==> config.mk <==
export PLATFORM = sky130hd
export DESIGN_NAME = uart_num_sender
export DESIGN_NICKNAME = d
export VERILOG_FILES = /design/src/rtl/uart_num_sender.sv
export SDC_FILE = /design/constraint.sdc
export NUM_CORES = 1
export LEC_CHECK = 0
export BUFFER_PORTS_ARGS = -buffer_cell sky130_fd_sc_hd__buf_2
export CAP_MARGIN = 10
export CELL_PAD_IN_SITES_DETAIL_PLACEMENT = 1
export CELL_PAD_IN_SITES_GLOBAL_PLACEMENT = 1
export CORE_MARGIN = 4
export CORE_UTILIZATION = 44
export CTS_CLUSTER_DIAMETER = 80
export DETAILED_ROUTE_END_ITERATION = 8
export PLACE_DENSITY_LB_ADDON = 0.08
export SKIP_LAST_GASP = 1
export SYNTH_ARGS = -nofsm -noshare
export SYNTH_HDL_FRONTEND = slang
export SYNTH_SLANG_ARGS = --single-unit
==> constraint.sdc <==
create_clock -name clk -period 3.95 [get_ports clk]
set_input_delay 0.1975 -clock clk [delete_from_list [all_inputs] [get_ports clk]]
set_output_delay 0.1975 -clock clk [all_outputs]
set_load 0.005 [all_outputs]
==> src/rtl/uart_num_sender.sv <==
// =============================================================================
//  Module      : uart_num_sender
//  Description : Latches a count, converts it to four ASCII decimal digits by
//                repeated subtraction and feeds them (plus optional CR LF) to
//                uart_tx over the tx_start / tx_busy handshake.
//  Revision    : 1.0 - initial release
// =============================================================================
`default_nettype none

module uart_num_sender #(
    parameter int unsigned TERM_CRLF = 1
) (
    input  logic        clk,
    input  logic        rst,
    input  logic        send_req_i,
    input  logic [13:0] value_i,
    input  logic        tx_busy_i,
    output logic        tx_start_o,
    output logic [7:0]  tx_data_o,
    output logic        busy_o,
    output logic        done_o
);

    localparam logic [2:0] S_IDLE    = 3'd0;
    localparam logic [2:0] S_CONV    = 3'd1;
    localparam logic [2:0] S_START   = 3'd2;
    localparam logic [2:0] S_WAIT_HI = 3'd3;
    localparam logic [2:0] S_WAIT_LO = 3'd4;
    localparam logic [2:0] S_DONE    = 3'd5;

    localparam logic [1:0] STG_1000 = 2'd0;
    localparam logic [1:0] STG_100  = 2'd1;
    localparam logic [1:0] STG_10   = 2'd2;

    localparam logic [13:0] C_MAX_VALUE = 14'd9999;
    localparam logic [2:0]  C_LAST_IDX  = (TERM_CRLF != 0) ? 3'd5 : 3'd3;
    localparam logic [7:0]  C_ASCII_0   = 8'h30;

    logic [2:0]  state_q,    state_d;
    logic [13:0] rem_q,      rem_d;
    logic [3:0]  d3_q,       d3_d;
    logic [3:0]  d2_q,       d2_d;
    logic [3:0]  d1_q,       d1_d;
    logic [3:0]  d0_q,       d0_d;
    logic [1:0]  stage_q,    stage_d;
    logic [2:0]  char_idx_q, char_idx_d;
    logic [7:0]  tx_data_q,  tx_data_d;

    logic [13:0] w_weight;
    logic [2:0]  w_idx_next;
    logic [7:0]  w_char_next;

    always_comb begin
        case (stage_q)
            STG_1000: w_weight = 14'd1000;
            STG_100:  w_weight = 14'd100;
            default:  w_weight = 14'd10;
        endcase
    end

    // Character that follows the one currently on tx_data.
    assign w_idx_next = char_idx_q + 3'd1;

    always_comb begin
        case (w_idx_next)
            3'd1:    w_char_next = C_ASCII_0 + {4'h0, d2_q};
            3'd2:    w_char_next = C_ASCII_0 + {4'h0, d1_q};
            3'd3:    w_char_next = C_ASCII_0 + {4'h0, d0_q};
            3'd4:    w_char_next = 8'h0D;
            3'd5:    w_char_next = 8'h0A;
            default: w_char_next = C_ASCII_0 + {4'h0, d3_q};
        endcase
    end

    always_comb begin
        state_d    = state_q;
        rem_d      = rem_q;
        d3_d       = d3_q;
        d2_d       = d2_q;
        d1_d       = d1_q;
        d0_d       = d0_q;
        stage_d    = stage_q;
        char_idx_d = char_idx_q;
        tx_data_d  = tx_data_q;

        case (state_q)
            S_IDLE: begin
                if (send_req_i) begin
                    rem_d   = (value_i > C_MAX_VALUE) ? C_MAX_VALUE : value_i;
                    d3_d    = 4'd0;
                    d2_d    = 4'd0;
                    d1_d    = 4'd0;
                    d0_d    = 4'd0;
                    stage_d = STG_1000;
                    state_d = S_CONV;
                end
            end

            S_CONV: begin
                if (rem_q >= w_weight) begin
                    rem_d = rem_q - w_weight;
                    case (stage_q)
                        STG_1000: d3_d = d3_q + 4'd1;
                        STG_100:  d2_d = d2_q + 4'd1;
                        default:  d1_d = d1_q + 4'd1;
                    endcase
                end else if (stage_q == STG_10) begin
                    // Remainder is now below ten, so it is the units digit.
                    d0_d       = rem_q[3:0];
                    char_idx_d = 3'd0;
                    tx_data_d  = C_ASCII_0 + {4'h0, d3_q};
                    state_d    = S_START;
                end else begin
                    stage_d = stage_q + 2'd1;
                end
            end

            S_START: begin
                state_d = S_WAIT_HI;
            end

            // tx_busy lags tx_start by two cycles; wait for it to rise first.
            S_WAIT_HI: begin
                if (tx_busy_i) begin
                    state_d = S_WAIT_LO;
                end
            end

            S_WAIT_LO: begin
                if (!tx_busy_i) begin
                    if (char_idx_q == C_LAST_IDX) begin
                        state_d = S_DONE;
                    end else begin
                        char_idx_d = w_idx_next;
                        tx_data_d  = w_char_next;
                        state_d    = S_START;
                    end
                end
            end

            S_DONE: begin
                state_d = S_IDLE;
            end

            default: begin
                state_d = S_IDLE;
            end
        endcase
    end

    always_ff @(posedge clk) begin
        if (rst) begin
            state_q    <= S_IDLE;
            rem_q      <= 14'd0;
            d3_q       <= 4'd0;
            d2_q       <= 4'd0;
            d1_q       <= 4'd0;
            d0_q       <= 4'd0;
            stage_q    <= STG_1000;
            char_idx_q <= 3'd0;
            tx_data_q  <= 8'h00;
        end else begin
            state_q    <= state_d;
            rem_q      <= rem_d;
            d3_q       <= d3_d;
            d2_q       <= d2_d;
            d1_q       <= d1_d;
            d0_q       <= d0_d;
            stage_q    <= stage_d;
            char_idx_q <= char_idx_d;
            tx_data_q  <= tx_data_d;
        end
    end

    assign tx_start_o = (state_q == S_START);
    assign tx_data_o  = tx_data_q;
    assign busy_o     = (state_q != S_IDLE);
    assign done_o     = (state_q == S_DONE);

endmodule

`default_nettype wire

==> report_table.html, run 1 <==
<table>
<tr><th>Metric</th><th>Value</th></tr>
<tr><th colspan="2">Placement</th></tr>
<tr><td>Count of input and output buffers</td><td>26</td></tr>
<tr><td>Worst setup slack after placement</td><td>335 ps</td></tr>
<tr><td>Placed cell areas</td><td>3040 sq um</td></tr>
<tr><td>Routability congestion estimate</td><td>0.842</td></tr>
<tr><td>Placed cell count</td><td>441</td></tr>
<tr><td>HPWL after detailed placement</td><td>6840 um</td></tr>
<tr><th colspan="2">Status</th></tr>
<tr><td>Status</td><td>complete, no violations</td></tr>
<tr><th colspan="2">Layout</th></tr>
<tr><td>Most common library cell in the layout ignoring fill and taps</td><td>sky130_fd_sc_hd__dfxtp_1</td></tr>
<tr><td>Growth of design area from synthesis to finish</td><td>7.44%</td></tr>
<tr><td>Area occupied by registers</td><td>861 sq um</td></tr>
<tr><td>Layout cell share with drive strength beyond 1</td><td>0.124</td></tr>
<tr><td>FILL cells</td><td>797</td></tr>
<tr><td># nets final</td><td>411</td></tr>
<tr><td>Filler-free cell count of the finished design</td><td>449</td></tr>
<tr><td>Post-route cell area</td><td>3130 sq um</td></tr>
<tr><td>Number of diodes</td><td>0</td></tr>
<tr><td>Top library cells by usage in the layout, fill and taps aside</td><td>sky130_fd_sc_hd__dfxtp_1 (43), sky130_fd_sc_hd__a21oi_1 (31), sky130_fd_sc_hd__buf_2 (26)</td></tr>
<tr><td>Multi-input combinational cell area</td><td>1880 sq um</td></tr>
<tr><td>Core occupancy in the finished layout</td><td>0.489</td></tr>
<tr><th colspan="2">Yosys</th></tr>
<tr><td>YS warnings</td><td>0</td></tr>
<tr><td>Post-synthesis instance total</td><td>358</td></tr>
<tr><td>Main synth FF type</td><td>sky130_fd_sc_hd__dfxtp_1</td></tr>
<tr><td>Post-Synth Simple-Gate Area</td><td>0.211</td></tr>
<tr><td>Number of flops mapped to enable cells by yosys</td><td>0</td></tr>
<tr><td>Post-synthesis adder-cell area fraction</td><td>0.0972</td></tr>
<tr><td>Mean area per synthesized cell</td><td>8.13 sq um</td></tr>
<tr><td>Register area share after synthesis</td><td>0.296</td></tr>
<tr><td>Largest family of logic cells by synthesized area</td><td>compound AO/OA/AOI/OAI gates</td></tr>
<tr><td>Netlist area before placement</td><td>approximately 2900 sq um</td></tr>
<tr><td>Post-synthesis mux area share</td><td>0.00688</td></tr>
<tr><td>Share of flip-flops with an asynchronous set or reset</td><td>0</td></tr>
<tr><td>Synthesized flop and latch total</td><td>43</td></tr>
<tr><td>Number of distinct library cell variants in the gate-level netlist after synthesis</td><td>61</td></tr>
<tr><td>Compound-Gate Fraction of Synth Area</td><td>0.316</td></tr>
<tr><td>Synth Area in XOR/XNOR</td><td>0.0120</td></tr>
<tr><th colspan="2">Min path</th></tr>
<tr><td>Min-Delay Startpoint</td><td>value_i[6]</td></tr>
<tr><td>End of the worst hold path</td><td>rem_q[6]</td></tr>
<tr><td>Worst min-delay path class</td><td>primary input to flop</td></tr>
<tr><td>Hold Path Stages</td><td>3</td></tr>
<tr><th colspan="2">Setup path</th></tr>
<tr><td>Worst reg2reg path startpoint</td><td>stage_q[1]</td></tr>
<tr><td>Setup crit start kind</td><td>flop</td></tr>
<tr><td>Required @ worst endpoint</td><td>4100 ps</td></tr>
<tr><td>Crit path arrival time</td><td>between 3000 and 4000 ps</td></tr>
<tr><td>Highest net fanout along the worst path</td><td>11</td></tr>
<tr><td>Worst flop-to-flop path endpoint</td><td>rem_q[13]</td></tr>
<tr><td>R2R setup slack</td><td>about 260 ps</td></tr>
<tr><td>WS Path Type</td><td>flop to flop</td></tr>
<tr><td>Worst Setup End Kind</td><td>flop</td></tr>
<tr><td>Reg2reg path depth</td><td>10</td></tr>
<tr><th colspan="2">Timing</th></tr>
<tr><td>Slew Limit Fails</td><td>0</td></tr>
<tr><td>Worst max-slew margin expressed relative to the limit</td><td>0.268</td></tr>
<tr><td>Count of final hold-check violations</td><td>0</td></tr>
<tr><td>Slew at the pin with the worst max-slew slack</td><td>1090 ps</td></tr>
<tr><td>Clock Skews</td><td>7.51 ps</td></tr>
<tr><td>Final period utilization</td><td>0.934</td></tr>
<tr><td>Unrepaired setup endpoints after global routing</td><td>no</td></tr>
<tr><td>Fin Setup TNS</td><td>0 ps</td></tr>
<tr><td>Worst hold slack</td><td>136 ps</td></tr>
<tr><td>Final-report setup violation count</td><td>0</td></tr>
<tr><td>Tmin final</td><td>about 3700 ps</td></tr>
<tr><td>Maximum clock frequency</td><td>roughly 270 MHz</td></tr>
<tr><td>Min setup slack post-route</td><td>259 ps</td></tr>
<tr><th colspan="2">Routing</th></tr>
<tr><td>Average via count per standard cell</td><td>6.33</td></tr>
<tr><td>Remaining routing DRC violations</td><td>0</td></tr>
<tr><td>Total length of routed wires</td><td>~9100 um</td></tr>
<tr><td>Initial DRC Count</td><td>~150</td></tr>
<tr><td>Total via count after detailed routing</td><td>2843</td></tr>
<tr><td>Routed WL per cell</td><td>20.3 um</td></tr>
<tr><td>Detailed Routing Iterations Pass 1</td><td>4</td></tr>
<tr><td>Post-route antenna net violation count</td><td>0</td></tr>
<tr><th colspan="2">Power</th></tr>
<tr><td>Ratio of total power to cell area</td><td>490 nW/um^2</td></tr>
<tr><td>Pwr Total</td><td>1.53 mW</td></tr>
<tr><td>IR drop worst, VDD</td><td>0.207 mV</td></tr>
<tr><td>Leakage power figure</td><td>1.17 nW</td></tr>
<tr><th colspan="2">Floorplan</th></tr>
<tr><td>Core footprint</td><td>~6400 sq um</td></tr>
<tr><td>Number of core rows</td><td>29</td></tr>
<tr><td>Die boundary width</td><td>89.3 um</td></tr>
<tr><td># IOs</td><td>29</td></tr>
<tr><td>Area of the die</td><td>7980 sq um</td></tr>
<tr><td>Die height</td><td>89.3 um</td></tr>
<tr><td>Initial core utilization</td><td>0.456</td></tr>
<tr><th colspan="2">GRT</th></tr>
<tr><td>Number of antenna violations at the first check in global routing</td><td>0</td></tr>
<tr><td>Total Routing Usage GR</td><td>0.245</td></tr>
<tr><td>Total grt overflow</td><td>0</td></tr>
<tr><td>Maximum number of pins on one net before global-route repair</td><td>41</td></tr>
<tr><td>Via count of the first global-routing pass</td><td>2832</td></tr>
<tr><td>Global-route wire length before repair</td><td>14900 um</td></tr>
<tr><th colspan="2">Clocking</th></tr>
<tr><td>Root Driver</td><td>sky130_fd_sc_hd__clkbuf_8</td></tr>
<tr><td>Num CTS Buffers</td><td>5</td></tr>
<tr><td>Latest clock arrival within the worst-skew pair</td><td>300 ps</td></tr>
<tr><td>Quantity of gates resized following cts</td><td>0</td></tr>
<tr><td>H-Tree Level Count</td><td>2</td></tr>
<tr><td>Register clock-pin slew on the reported worst setup and hold paths</td><td>90 ps</td></tr>
<tr><td>CTS tree</td><td>built</td></tr>
<tr><td>Clock tree buffer depth</td><td>2</td></tr>
<tr><td>Setup Fix Bufs, Post-CTS</td><td>0</td></tr>
<tr><td>Number of hold-repair buffers added at the cts stage</td><td>0</td></tr>
<tr><td>Num Clock Sinks</td><td>43</td></tr>
<tr><th colspan="2">Job</th></tr>
<tr><td>Max-cap check violation count</td><td>0</td></tr>
</table>
-- worst max path at each step --
stage	endpoint	startpoint	slack (ps)
finish	rem_q[13]	stage_q[1]	260
global route	rem_q[4]	stage_q[0]	20
CTS	rem_q[13]	stage_q[0]	300
detailed placement	rem_q[13]	stage_q[1]	340
global placement	rem_q[2]	stage_q[1]	610
floorplan	rem_q[9]	stage_q[1]	1090
-- synth_stat cells, types with 5 or more instances --
library cell / number / area [sq um]
sky130_fd_sc_hd__nand4_1: 9 / 56.3
sky130_fd_sc_hd__o31ai_1: 7 / 52.6
sky130_fd_sc_hd__inv_1: 16 / 60.1
sky130_fd_sc_hd__nand3_1: 19 / 95.1
sky130_fd_sc_hd__o21ai_0: 19 / 95.1
sky130_fd_sc_hd__a21oi_1: 31 / 155
sky130_fd_sc_hd__nor2_1: 21 / 78.8
sky130_fd_sc_hd__a31oi_1: 12 / 75.1
sky130_fd_sc_hd__clkbuf_1: 12 / 45.0
sky130_fd_sc_hd__ha_1: 21 / 263
sky130_fd_sc_hd__o21a_1: 5 / 37.5
sky130_fd_sc_hd__nor2b_1: 5 / 31.3
sky130_fd_sc_hd__dfxtp_1: 43 / 861
sky130_fd_sc_hd__nor3_1: 9 / 45.0
sky130_fd_sc_hd__or3_1: 6 / 37.5
sky130_fd_sc_hd__buf_2: 7 / 35.0
sky130_fd_sc_hd__o211ai_1: 12 / 90.1
sky130_fd_sc_hd__nand2_1: 25 / 93.8
-- where the power goes --
part	total, mW	leakage [nW]	internal [mW]	switching [mW]
clock network	0.289	0.0412	0.124	0.165
registers	0.552	0.350	0.490	0.0629
logic	0.689	0.782	0.249	0.440
total	1.53	1.17	0.863	0.667
-- layer usage --
metal / share of wire / GRT usage
met4: 0.0095 / 0.0555
met2: 0.48 / 0.407
met5: 0 / 0
met3: 0.044 / 0.0396
met1: 0.47 / 0.333
-- final cells by class --
cell class | instances | share of cell area
Inverter | 16 | 0.0192
Clock inverter | 2 | 0.00400
Timing Repair Buffer | 28 | 0.0464
Sequential cell | 43 | 0.275
Clock buffer | 6 | 0.0232
Tap cell | 77 | 0.0308
Multi-Input combinational cell | 277 | 0.601
-- logic make-up (layout without fill, tap and decap cells) --
logic type                 after synthesis  count (layout)
AOI/OAI and AO/OA                      131             131
xor gates and xnor gates                 4               4
adders and majority gates               22              22
buffers and inverters                   39              52
DFF                                     43              43
muxes                                    2               2
other                                    1               2
and+or+nand+nor                        116             116
-- critical path, cell delays in order, from the launching register on --
cell	delay, ps
sky130_fd_sc_hd__dfxtp_1	410
sky130_fd_sc_hd__inv_1	100
sky130_fd_sc_hd__ha_1	300
sky130_fd_sc_hd__nor2_1	410
sky130_fd_sc_hd__ha_1	300
sky130_fd_sc_hd__and4_1	240
sky130_fd_sc_hd__nor2_1	60
sky130_fd_sc_hd__a31oi_1	800
sky130_fd_sc_hd__nor2_1	240
sky130_fd_sc_hd__o311ai_0	450
sky130_fd_sc_hd__o311ai_0	210
-- flip-flops by register name (all words and copies together), names as in the netlist --
signal	cells
d3_q	4
d0_q	4
char_idx_q	3
rem_q	14
d2_q	4
stage_q	2
d1_q	4
tx_data_o	5
state_q	3
(Power assumes the default switching activity.)
==> inputs of run 2 (changes only) <==
--- a/config.mk
+++ b/config.mk
@@ -5,7 +5,7 @@
 export SDC_FILE = /design/constraint.sdc
 export NUM_CORES = 1
 export LEC_CHECK = 0
-export BUFFER_PORTS_ARGS = -buffer_cell sky130_fd_sc_hd__buf_2
+export BUFFER_PORTS_ARGS = -buffer_cell sky130_fd_sc_hd__buf_4
 export CAP_MARGIN = 10
 export CELL_PAD_IN_SITES_DETAIL_PLACEMENT = 1
 export CELL_PAD_IN_SITES_GLOBAL_PLACEMENT = 1
@@ -13,7 +13,7 @@
 export CORE_UTILIZATION = 44
 export CTS_CLUSTER_DIAMETER = 80
 export DETAILED_ROUTE_END_ITERATION = 8
-export PLACE_DENSITY_LB_ADDON = 0.08
+export PLACE_DENSITY = 0.87
 export SKIP_LAST_GASP = 1
 export SYNTH_ARGS = -nofsm -noshare
 export SYNTH_HDL_FRONTEND = slang
==> run 2 against run 1 <==
Against the previous run: hold slack gained 0.69 ps; largest power group unchanged; combinational power up 1%; highest routed layer unchanged; utilization is 1.1 points higher.
==> report_table.html, run 2 (synthesis results as in run 1) <==
<table>
<tr><th>Metric</th><th>Value</th></tr>
<tr><th colspan="2">Status</th></tr>
<tr><td>Status</td><td>complete, no violations</td></tr>
<tr><th colspan="2">Routing</th></tr>
<tr><td>Average via count per standard cell</td><td>6.44 (+1.7%)</td></tr>
<tr><td>Initial DRC Count</td><td>190 (+30%)</td></tr>
<tr><td>Detailed Routing Iterations Pass 1</td><td>4 (unchanged)</td></tr>
<tr><td>Post-route antenna net violation count</td><td>0 (unchanged)</td></tr>
<tr><td>Routed WL per cell</td><td>20.4 um (+0.33%)</td></tr>
<tr><td>Total length of routed wires</td><td>9160 um (+0.33%)</td></tr>
<tr><td>Total via count after detailed routing</td><td>2891 (+1.7%)</td></tr>
<tr><td>Remaining routing DRC violations</td><td>0 (unchanged)</td></tr>
<tr><th colspan="2">GRT</th></tr>
<tr><td>Total Routing Usage GR</td><td>0.250 (+0.00490)</td></tr>
<tr><td>Via count of the first global-routing pass</td><td>3058 (+8.0%)</td></tr>
<tr><td>Maximum number of pins on one net before global-route repair</td><td>41 (unchanged)</td></tr>
<tr><td>Total grt overflow</td><td>0 (unchanged)</td></tr>
<tr><td>Global-route wire length before repair</td><td>15400 um (+3.8%)</td></tr>
<tr><td>Number of antenna violations at the first check in global routing</td><td>0 (unchanged)</td></tr>
<tr><th colspan="2">Timing</th></tr>
<tr><td>Final period utilization</td><td>0.903 (-0.0313)</td></tr>
<tr><td>Count of final hold-check violations</td><td>0 (unchanged)</td></tr>
<tr><td>Worst max-slew margin expressed relative to the limit</td><td>0.489 (+0.222)</td></tr>
<tr><td>Tmin final</td><td>3570 ps (-124 ps)</td></tr>
<tr><td>Unrepaired setup endpoints after global routing</td><td>no</td></tr>
<tr><td>Final-report setup violation count</td><td>0 (unchanged)</td></tr>
<tr><td>Slew at the pin with the worst max-slew slack</td><td>763 ps (-330 ps)</td></tr>
<tr><td>Worst hold slack</td><td>137 ps (+0.693 ps)</td></tr>
<tr><td>Min setup slack post-route</td><td>383 ps (+124 ps)</td></tr>
<tr><td>Slew Limit Fails</td><td>0 (unchanged)</td></tr>
<tr><td>Fin Setup TNS</td><td>0 ps (unchanged)</td></tr>
<tr><td>Maximum clock frequency</td><td>280 MHz (+3.5%)</td></tr>
<tr><td>Clock Skews</td><td>3.38 ps (-4.13 ps)</td></tr>
<tr><th colspan="2">Placement</th></tr>
<tr><td>Worst setup slack after placement</td><td>384 ps (+48.6 ps)</td></tr>
<tr><td>Count of input and output buffers</td><td>26 (unchanged)</td></tr>
<tr><td>HPWL after detailed placement</td><td>6720 um (-1.8%)</td></tr>
<tr><td>Placed cell areas</td><td>3110 sq um (+2.1%)</td></tr>
<tr><td>Placed cell count</td><td>441 (unchanged)</td></tr>
<tr><td>Routability congestion estimate</td><td>0.843 (+0.18%)</td></tr>
<tr><th colspan="2">Floorplan</th></tr>
<tr><td>Core footprint</td><td>6390 sq um (unchanged)</td></tr>
<tr><td>Die boundary width</td><td>89.3 um (unchanged)</td></tr>
<tr><td>Initial core utilization</td><td>0.456 (unchanged)</td></tr>
<tr><td>Area of the die</td><td>7980 sq um (unchanged)</td></tr>
<tr><td>Die height</td><td>89.3 um (unchanged)</td></tr>
<tr><td># IOs</td><td>29 (unchanged)</td></tr>
<tr><td>Number of core rows</td><td>29 (unchanged)</td></tr>
<tr><th colspan="2">Setup path</th></tr>
<tr><td>Worst Setup End Kind</td><td>flop</td></tr>
<tr><td>Crit path arrival time</td><td>3780 ps (-60 ps)</td></tr>
<tr><td>WS Path Type</td><td>flop to flop</td></tr>
<tr><td>Highest net fanout along the worst path</td><td>14 (+3)</td></tr>
<tr><td>Reg2reg path depth</td><td>10 (unchanged)</td></tr>
<tr><td>Setup crit start kind</td><td>flop</td></tr>
<tr><td>Required @ worst endpoint</td><td>4160 ps (+60 ps)</td></tr>
<tr><th colspan="2">Clocking</th></tr>
<tr><td>Clock tree buffer depth</td><td>2 (unchanged)</td></tr>
<tr><td>Num Clock Sinks</td><td>43 (unchanged)</td></tr>
<tr><td>Root Driver</td><td>sky130_fd_sc_hd__clkbuf_8</td></tr>
<tr><td>CTS tree</td><td>built</td></tr>
<tr><td>Latest clock arrival within the worst-skew pair</td><td>300 ps (about the same)</td></tr>
<tr><td>Setup Fix Bufs, Post-CTS</td><td>0 (unchanged)</td></tr>
<tr><td>H-Tree Level Count</td><td>2 (unchanged)</td></tr>
<tr><td>Number of hold-repair buffers added at the cts stage</td><td>0 (unchanged)</td></tr>
<tr><td>Register clock-pin slew on the reported worst setup and hold paths</td><td>90 ps (about the same)</td></tr>
<tr><td>Num CTS Buffers</td><td>5 (unchanged)</td></tr>
<tr><th colspan="2">Layout</th></tr>
<tr><td>Growth of design area from synthesis to finish</td><td>9.89%</td></tr>
<tr><td>Number of diodes</td><td>0 (unchanged)</td></tr>
<tr><td># nets final</td><td>411 (unchanged)</td></tr>
<tr><td>Layout cell share with drive strength beyond 1</td><td>0.126 (+0.00269)</td></tr>
<tr><td>Reg with most FFs</td><td>rem_q</td></tr>
<tr><td>Most common library cell in the layout ignoring fill and taps</td><td>sky130_fd_sc_hd__dfxtp_1</td></tr>
<tr><td>Flip-flop count of the largest register, all copies and words added</td><td>14 (unchanged)</td></tr>
<tr><td>Top library cells by usage in the layout, fill and taps aside</td><td>sky130_fd_sc_hd__dfxtp_1 (43), sky130_fd_sc_hd__a21oi_1 (31), sky130_fd_sc_hd__buf_4 (28)</td></tr>
<tr><td>Post-route cell area</td><td>3200 sq um (+2.3%)</td></tr>
<tr><td>Filler-free cell count of the finished design</td><td>449 (unchanged)</td></tr>
<tr><td>FILL cells</td><td>787 (-1.3%)</td></tr>
<tr><th colspan="2">Min path</th></tr>
<tr><td>Worst min-delay path class</td><td>primary input to flop</td></tr>
<tr><td>Hold Path Stages</td><td>2 (-1)</td></tr>
<tr><th colspan="2">Power</th></tr>
<tr><td>IR drop worst, VDD</td><td>0.210 mV (+1.6%)</td></tr>
<tr><td>Ratio of total power to cell area</td><td>484 nW/um^2 (-1.2%)</td></tr>
<tr><td>Leakage power figure</td><td>1.19 nW (+1.3%)</td></tr>
<tr><th colspan="2">Job</th></tr>
<tr><td>Max-cap check violation count</td><td>0 (unchanged)</td></tr>
</table>
[run 2: cell counts in the layout (fill, tap and decap cells not counted)]
Identical to the previous run, type by type.
[run 2: report_power, final]
part | switching, mW | internal [mW] | leakage, nW
Sequential | 0.0658 | 0.490 | 0.350
Combinational | 0.441 | 0.258 | 0.797
Clock | 0.168 | 0.124 | 0.0412
Total | 0.674 | 0.872 | 1.19
[run 2: routing by layer]
| metal | global-route usage | share of wire | up-vias |
|---|---|---|---|
| met2 | 0.435 | 0.49 | 63 |
| met4 | 0.0717 | 0.015 | 0 |
| met1 | 0.312 | 0.45 | 1414 |
| li1 | - | - | 1399 |
| met3 | 0.0479 | 0.045 | 15 |
| met5 | 0 | 0 | - |
[run 2: through the flow]
step                       util  total power [mW]
after floorplan               -              1.06
after global routing      0.501              1.65
final                     0.501              1.55
after CTS                 0.500              1.54
after global placement    0.486              1.23
after detailed placement  0.486              1.25
[run 2: area by class of cell]
class / instances / area, sq um / share of cell area
well taps: 77 / 96.3 / 0.0301
clock inverters: 2 / 12.5 / 0.00391
clock buffers: 6 / 72.6 / 0.0227
repair buffers: 28 / 210 / 0.0658
multi-input cells: 277 / 1880 / 0.589
inverters: 16 / 60.1 / 0.0188
flip-flops and latches: 43 / 861 / 0.269
[run 2: worst max-delay path: stages (launching register included)]
cell	delay, ps
sky130_fd_sc_hd__dfxtp_1	370
sky130_fd_sc_hd__inv_1	100
sky130_fd_sc_hd__ha_1	320
sky130_fd_sc_hd__nor2_1	480
sky130_fd_sc_hd__ha_1	320
sky130_fd_sc_hd__and4_1	270
sky130_fd_sc_hd__nand4_1	270
sky130_fd_sc_hd__nor2b_1	260
sky130_fd_sc_hd__a31oi_2	570
sky130_fd_sc_hd__a31oi_1	210
sky130_fd_sc_hd__a311oi_1	290
[run 2: what timing repair did]
item                       4_1_cts  5_1_grt
resized for setup                0        1
hold endpoints to repair         0        0
setup endpoints to repair        0        1
[run 2: path summary, 6_finish.rpt]
path	startpoint	to	slack [ps]
hold reg to reg	d0_q[2]	d0_q[2]	480
setup reg to reg	stage_q[0]	d1_q[2]	380
setup / recovery	stage_q[0]	d1_q[2]	380
hold / removal	tx_busy_i	state_q[0]	140
==> inputs of run 3 (changes only) <==
--- a/config.mk
+++ b/config.mk
@@ -5,15 +5,17 @@
 export SDC_FILE = /design/constraint.sdc
 export NUM_CORES = 1
 export LEC_CHECK = 0
+export ABC_AREA = 1
 export BUFFER_PORTS_ARGS = -buffer_cell sky130_fd_sc_hd__buf_4
 export CAP_MARGIN = 10
 export CELL_PAD_IN_SITES_DETAIL_PLACEMENT = 1
 export CELL_PAD_IN_SITES_GLOBAL_PLACEMENT = 1
 export CORE_MARGIN = 4
-export CORE_UTILIZATION = 44
+export CORE_UTILIZATION = 42
 export CTS_CLUSTER_DIAMETER = 80
+export CTS_CLUSTER_SIZE = 12
 export DETAILED_ROUTE_END_ITERATION = 8
-export PLACE_DENSITY = 0.87
+export PLACE_DENSITY = 0.88
 export SKIP_LAST_GASP = 1
 export SYNTH_ARGS = -nofsm -noshare
 export SYNTH_HDL_FRONTEND = slang
==> run 3 against run 2 <==
Against the previous run: design area grew 11%; register-to-register slack gained 710 ps; cell count grew 41%; fmax grew 25%; critical endpoint is now rem_q[9]; utilization shrank 1.7 points.
==> report_table.html, run 3 <==
<table>
<tr><th>Metric</th><th>Value</th></tr>
<tr><th colspan="2">Routing</th></tr>
<tr><td>Post-route antenna net violation count</td><td>0 (unchanged)</td></tr>
<tr><td>Routed WL per cell</td><td>15.8 um (-23%)</td></tr>
<tr><td>Remaining routing DRC violations</td><td>0 (unchanged)</td></tr>
<tr><td>Total length of routed wires</td><td>10000 um (+9.1%)</td></tr>
<tr><td>Average via count per standard cell</td><td>5.39 (-16%)</td></tr>
<tr><td>Detailed Routing Iterations Pass 1</td><td>4 (unchanged)</td></tr>
<tr><td>Initial DRC Count</td><td>147 (-23%)</td></tr>
<tr><td>Total via count after detailed routing</td><td>3417 (+18%)</td></tr>
<tr><th colspan="2">Setup path</th></tr>
<tr><td>Setup crit start kind</td><td>flop</td></tr>
<tr><td>Cell class contributing the biggest share of worst-path delay</td><td>adder cells</td></tr>
<tr><td>Highest net fanout along the worst path</td><td>5 (-9)</td></tr>
<tr><td>Required @ worst endpoint</td><td>4150 ps (about the same)</td></tr>
<tr><td>Max incr delay on CP</td><td>450 ps (-120 ps)</td></tr>
<tr><td>CP Cell Sequence</td><td>inv_1, ha_1, nor2_1, ha_1, inv_1, fa_1, nand2_1, nand2_1, a21oi_1, nor2_1, o21ai_0, nand2_1, nor2_1, nor2_1</td></tr>
<tr><td>Cell occurring most often along the worst timing path</td><td>sky130_fd_sc_hd__nor2_1</td></tr>
<tr><td>CP max-delay cell</td><td>sky130_fd_sc_hd__fa_1</td></tr>
<tr><td>WS Path Type</td><td>flop to flop</td></tr>
<tr><td>Worst Setup End Kind</td><td>flop</td></tr>
<tr><td>Number of buffers and inverters on the critical path</td><td>2 (+1)</td></tr>
<tr><td>Crit path arrival time</td><td>3060 ps (-720 ps)</td></tr>
<tr><th colspan="2">Clocking</th></tr>
<tr><td>Quantity of gates resized following cts</td><td>0 (unchanged)</td></tr>
<tr><td>CTS tree</td><td>built</td></tr>
<tr><td>Latest clock arrival within the worst-skew pair</td><td>300 ps (about the same)</td></tr>
<tr><td>Setup Fix Bufs, Post-CTS</td><td>0 (unchanged)</td></tr>
<tr><td>Num CTS Buffers</td><td>5 (unchanged)</td></tr>
<tr><td>Root Driver</td><td>sky130_fd_sc_hd__clkbuf_8</td></tr>
<tr><td>Number of hold-repair buffers added at the cts stage</td><td>0 (unchanged)</td></tr>
<tr><td>Num Clock Sinks</td><td>43 (unchanged)</td></tr>
<tr><td>Clock tree buffer depth</td><td>2 (unchanged)</td></tr>
<tr><td>Register clock-pin slew on the reported worst setup and hold paths</td><td>90 ps (about the same)</td></tr>
<tr><td>H-Tree Level Count</td><td>2 (unchanged)</td></tr>
<tr><th colspan="2">Power</th></tr>
<tr><td>IR drop worst, VDD</td><td>0.285 mV (+36%)</td></tr>
<tr><td>Leakage power figure</td><td>1.71 nW (+44%)</td></tr>
<tr><td>Ratio of total power to cell area</td><td>753 nW/um^2 (+56%)</td></tr>
<tr><th colspan="2">Yosys</th></tr>
<tr><td>Cell with the most instances after synthesis</td><td>sky130_fd_sc_hd__nand2_1</td></tr>
<tr><td>Post-synthesis adder-cell area fraction</td><td>0.0872 (-0.0100)</td></tr>
<tr><td>Largest cells by area after synthesis</td><td>sky130_fd_sc_hd__dfxtp_1 (27%), sky130_fd_sc_hd__nand2_1 (15%), sky130_fd_sc_hd__ha_1 (8.1%)</td></tr>
<tr><td>Share of flip-flops with an asynchronous set or reset</td><td>0 (unchanged)</td></tr>
<tr><td>Post-synthesis instance total</td><td>515 (+44%)</td></tr>
<tr><td>Number of flops mapped to enable cells by yosys</td><td>0 (unchanged)</td></tr>
<tr><td>Yosys top cell area share</td><td>0.265 (-0.0306)</td></tr>
<tr><td>Compound-Gate Fraction of Synth Area</td><td>0.142 (-0.174)</td></tr>
<tr><td>Synth Area in XOR/XNOR</td><td>0.0135 (+0.00145)</td></tr>
<tr><td>Largest family of logic cells by synthesized area</td><td>simple AND/OR/NAND/NOR gates</td></tr>
<tr><td>Commonest cells in the netlist</td><td>sky130_fd_sc_hd__nand2_1 (132), sky130_fd_sc_hd__inv_1 (61), sky130_fd_sc_hd__nor2_1 (61), sky130_fd_sc_hd__dfxtp_1 (43), sky130_fd_sc_hd__a21oi_1 (39)</td></tr>
<tr><td>Post-synthesis mux area share</td><td>0 (-0.00688)</td></tr>
<tr><td>Main synth FF type</td><td>sky130_fd_sc_hd__dfxtp_1</td></tr>
<tr><td>Register area share after synthesis</td><td>0.265 (-0.0306)</td></tr>
<tr><td>Library cell with the largest summed area after synthesis</td><td>sky130_fd_sc_hd__dfxtp_1</td></tr>
<tr><td>Post-Synth Simple-Gate Area</td><td>0.377 (+0.166)</td></tr>
<tr><td>Synthesized flop and latch total</td><td>43 (unchanged)</td></tr>
<tr><td>Netlist area before placement</td><td>3240 sq um (+12%)</td></tr>
<tr><td>YS warnings</td><td>0 (unchanged)</td></tr>
<tr><td>Number of distinct library cell variants in the gate-level netlist after synthesis</td><td>41 (-33%)</td></tr>
<tr><td>Mean area per synthesized cell</td><td>6.30 sq um (-22%)</td></tr>
<tr><th colspan="2">Floorplan</th></tr>
<tr><td>Die boundary width</td><td>95.9 um (+7.4%)</td></tr>
<tr><td>Number of core rows</td><td>31 (+6.9%)</td></tr>
<tr><td>Area of the die</td><td>9190 sq um (+15%)</td></tr>
<tr><td>Die height</td><td>95.9 um (+7.4%)</td></tr>
<tr><td>Initial core utilization</td><td>0.440 (-0.0153)</td></tr>
<tr><td># IOs</td><td>29 (unchanged)</td></tr>
<tr><td>Core footprint</td><td>7370 sq um (+15%)</td></tr>
<tr><th colspan="2">Layout</th></tr>
<tr><td>Most common library cell in the layout ignoring fill and taps</td><td>sky130_fd_sc_hd__nand2_1</td></tr>
<tr><td>Growth of design area from synthesis to finish</td><td>9.76%</td></tr>
<tr><td>Multi-input combinational cell area</td><td>2020 sq um (+7.0%)</td></tr>
<tr><td>Layout cell share with drive strength beyond 1</td><td>0.114 (-0.0123)</td></tr>
<tr><td>Flip-flop count of the largest register, all copies and words added</td><td>14 (unchanged)</td></tr>
<tr><td>Filler-free cell count of the finished design</td><td>634 (+41%)</td></tr>
<tr><td>Number of diodes</td><td>0 (unchanged)</td></tr>
<tr><td>FILL cells</td><td>1019 (+29%)</td></tr>
<tr><td>Core occupancy in the finished layout</td><td>0.483 (-0.0174)</td></tr>
<tr><td># nets final</td><td>574 (+40%)</td></tr>
<tr><td>Post-route cell area</td><td>3560 sq um (+11%)</td></tr>
<tr><td>Area occupied by registers</td><td>861 sq um (unchanged)</td></tr>
<tr><td>Top library cells by usage in the layout, fill and taps aside</td><td>sky130_fd_sc_hd__nand2_1 (132), sky130_fd_sc_hd__inv_1 (61), sky130_fd_sc_hd__nor2_1 (61)</td></tr>
<tr><td>Reg with most FFs</td><td>rem_q</td></tr>
<tr><th colspan="2">GRT</th></tr>
<tr><td>Global-route wire length before repair</td><td>16900 um (+9.6%)</td></tr>
<tr><td>Total Routing Usage GR</td><td>0.234 (-0.0157)</td></tr>
<tr><td>Maximum number of pins on one net before global-route repair</td><td>34 (-17%)</td></tr>
<tr><td>Total grt overflow</td><td>0 (unchanged)</td></tr>
<tr><td>Number of antenna violations at the first check in global routing</td><td>0 (unchanged)</td></tr>
<tr><td>Via count of the first global-routing pass</td><td>3573 (+17%)</td></tr>
<tr><th colspan="2">Placement</th></tr>
<tr><td>Placed cell count</td><td>626 (+42%)</td></tr>
<tr><td>Routability congestion estimate</td><td>0.952 (+13%)</td></tr>
<tr><td>Placed cell areas</td><td>3480 sq um (+12%)</td></tr>
<tr><td>Count of input and output buffers</td><td>26 (unchanged)</td></tr>
<tr><td>HPWL after detailed placement</td><td>7720 um (+15%)</td></tr>
<tr><th colspan="2">Timing</th></tr>
<tr><td>Worst hold slack</td><td>209 ps (+72.4 ps)</td></tr>
<tr><td>Unrepaired setup endpoints after global routing</td><td>no</td></tr>
<tr><td>Worst max-slew margin expressed relative to the limit</td><td>0.445 (-0.0443)</td></tr>
<tr><td>Tmin final</td><td>2850 ps (-712 ps)</td></tr>
<tr><td>Maximum clock frequency</td><td>350 MHz (+25%)</td></tr>
<tr><td>Count of final hold-check violations</td><td>0 (unchanged)</td></tr>
<tr><td>Final-report setup violation count</td><td>0 (unchanged)</td></tr>
<tr><td>Fin Setup TNS</td><td>0 ps (unchanged)</td></tr>
<tr><td>Slew at the pin with the worst max-slew slack</td><td>827 ps (+63.7 ps)</td></tr>
<tr><td>Clock Skews</td><td>4.48 ps (+1.10 ps)</td></tr>
<tr><td>Slew Limit Fails</td><td>0 (unchanged)</td></tr>
<tr><td>Final period utilization</td><td>0.723 (-0.180)</td></tr>
<tr><th colspan="2">Status</th></tr>
<tr><td>Status</td><td>complete, no violations</td></tr>
<tr><th colspan="2">Job</th></tr>
<tr><td>Max-cap check violation count</td><td>0 (unchanged)</td></tr>
<tr><th colspan="2">Min path</th></tr>
<tr><td>Worst min-delay path class</td><td>primary input to flop</td></tr>
</table>
==> run 3: metal layers <==
metal	wire, um	up-vias	global-route usage
met1	4410	1625	0.292
met3	526	14	0.0430
met4	159	0	0.0569
met5	0	-	0
li1	-	1699	-
met2	4900	79	0.413
==> run 3: worst min-delay path: cells and delay by family <==
kind                   cells  cell delay [ps]
AND/OR/NAND/NOR            1               90
AO/OA/AOI/OAI              1               60
buffers and inverters      1              130
==> run 3: logic make-up after synthesis <==
family          Yosys count
compound gates           86
xor+xnor                  5
other cells               1
flops                    43
fa+ha+maj                22
simple gates            271
buf+inv                  87
==> run 3: cell type report <==
cell class / instances / area share
Tap cell: 99 / 0.0348
Timing Repair Buffer: 27 / 0.0569
Sequential cell: 43 / 0.242
Clock buffer: 6 / 0.0204
Multi-Input combinational cell: 386 / 0.566
Clock inverter: 2 / 0.00351
Inverter: 71 / 0.0762
==> run 3: report_power, final <==
| group | switching [mW] | total, mW | internal, mW |
|---|---|---|---|
| combinational | 1.18 | 1.73 | 0.556 |
| clock | 0.164 | 0.288 | 0.124 |
| sequential | 0.106 | 0.660 | 0.555 |
| total | 1.45 | 2.68 | 1.23 |
==> run 3: path summary, 6_finish.rpt <==
path,from,end,slack (ps),cells past startpoint
setup reg to reg,stage_q[1],rem_q[9],1100,14
hold reg to reg,tx_data_o[1],tx_data_o[1],470,2
setup / recovery,stage_q[1],rem_q[9],1100,14
hold / removal,tx_busy_i,state_q[2],210,3
==> run 3: through the flow <==
| step | worst slack, ps | total power [mW] |
|---|---|---|
| finish | 1100 | 2.68 |
| global route | 842 | 2.96 |
| CTS | 1190 | 2.68 |
| detailed placement | 1210 | 2.38 |
| global placement | 1290 | 2.27 |
| floorplan | 1750 | 1.94 |
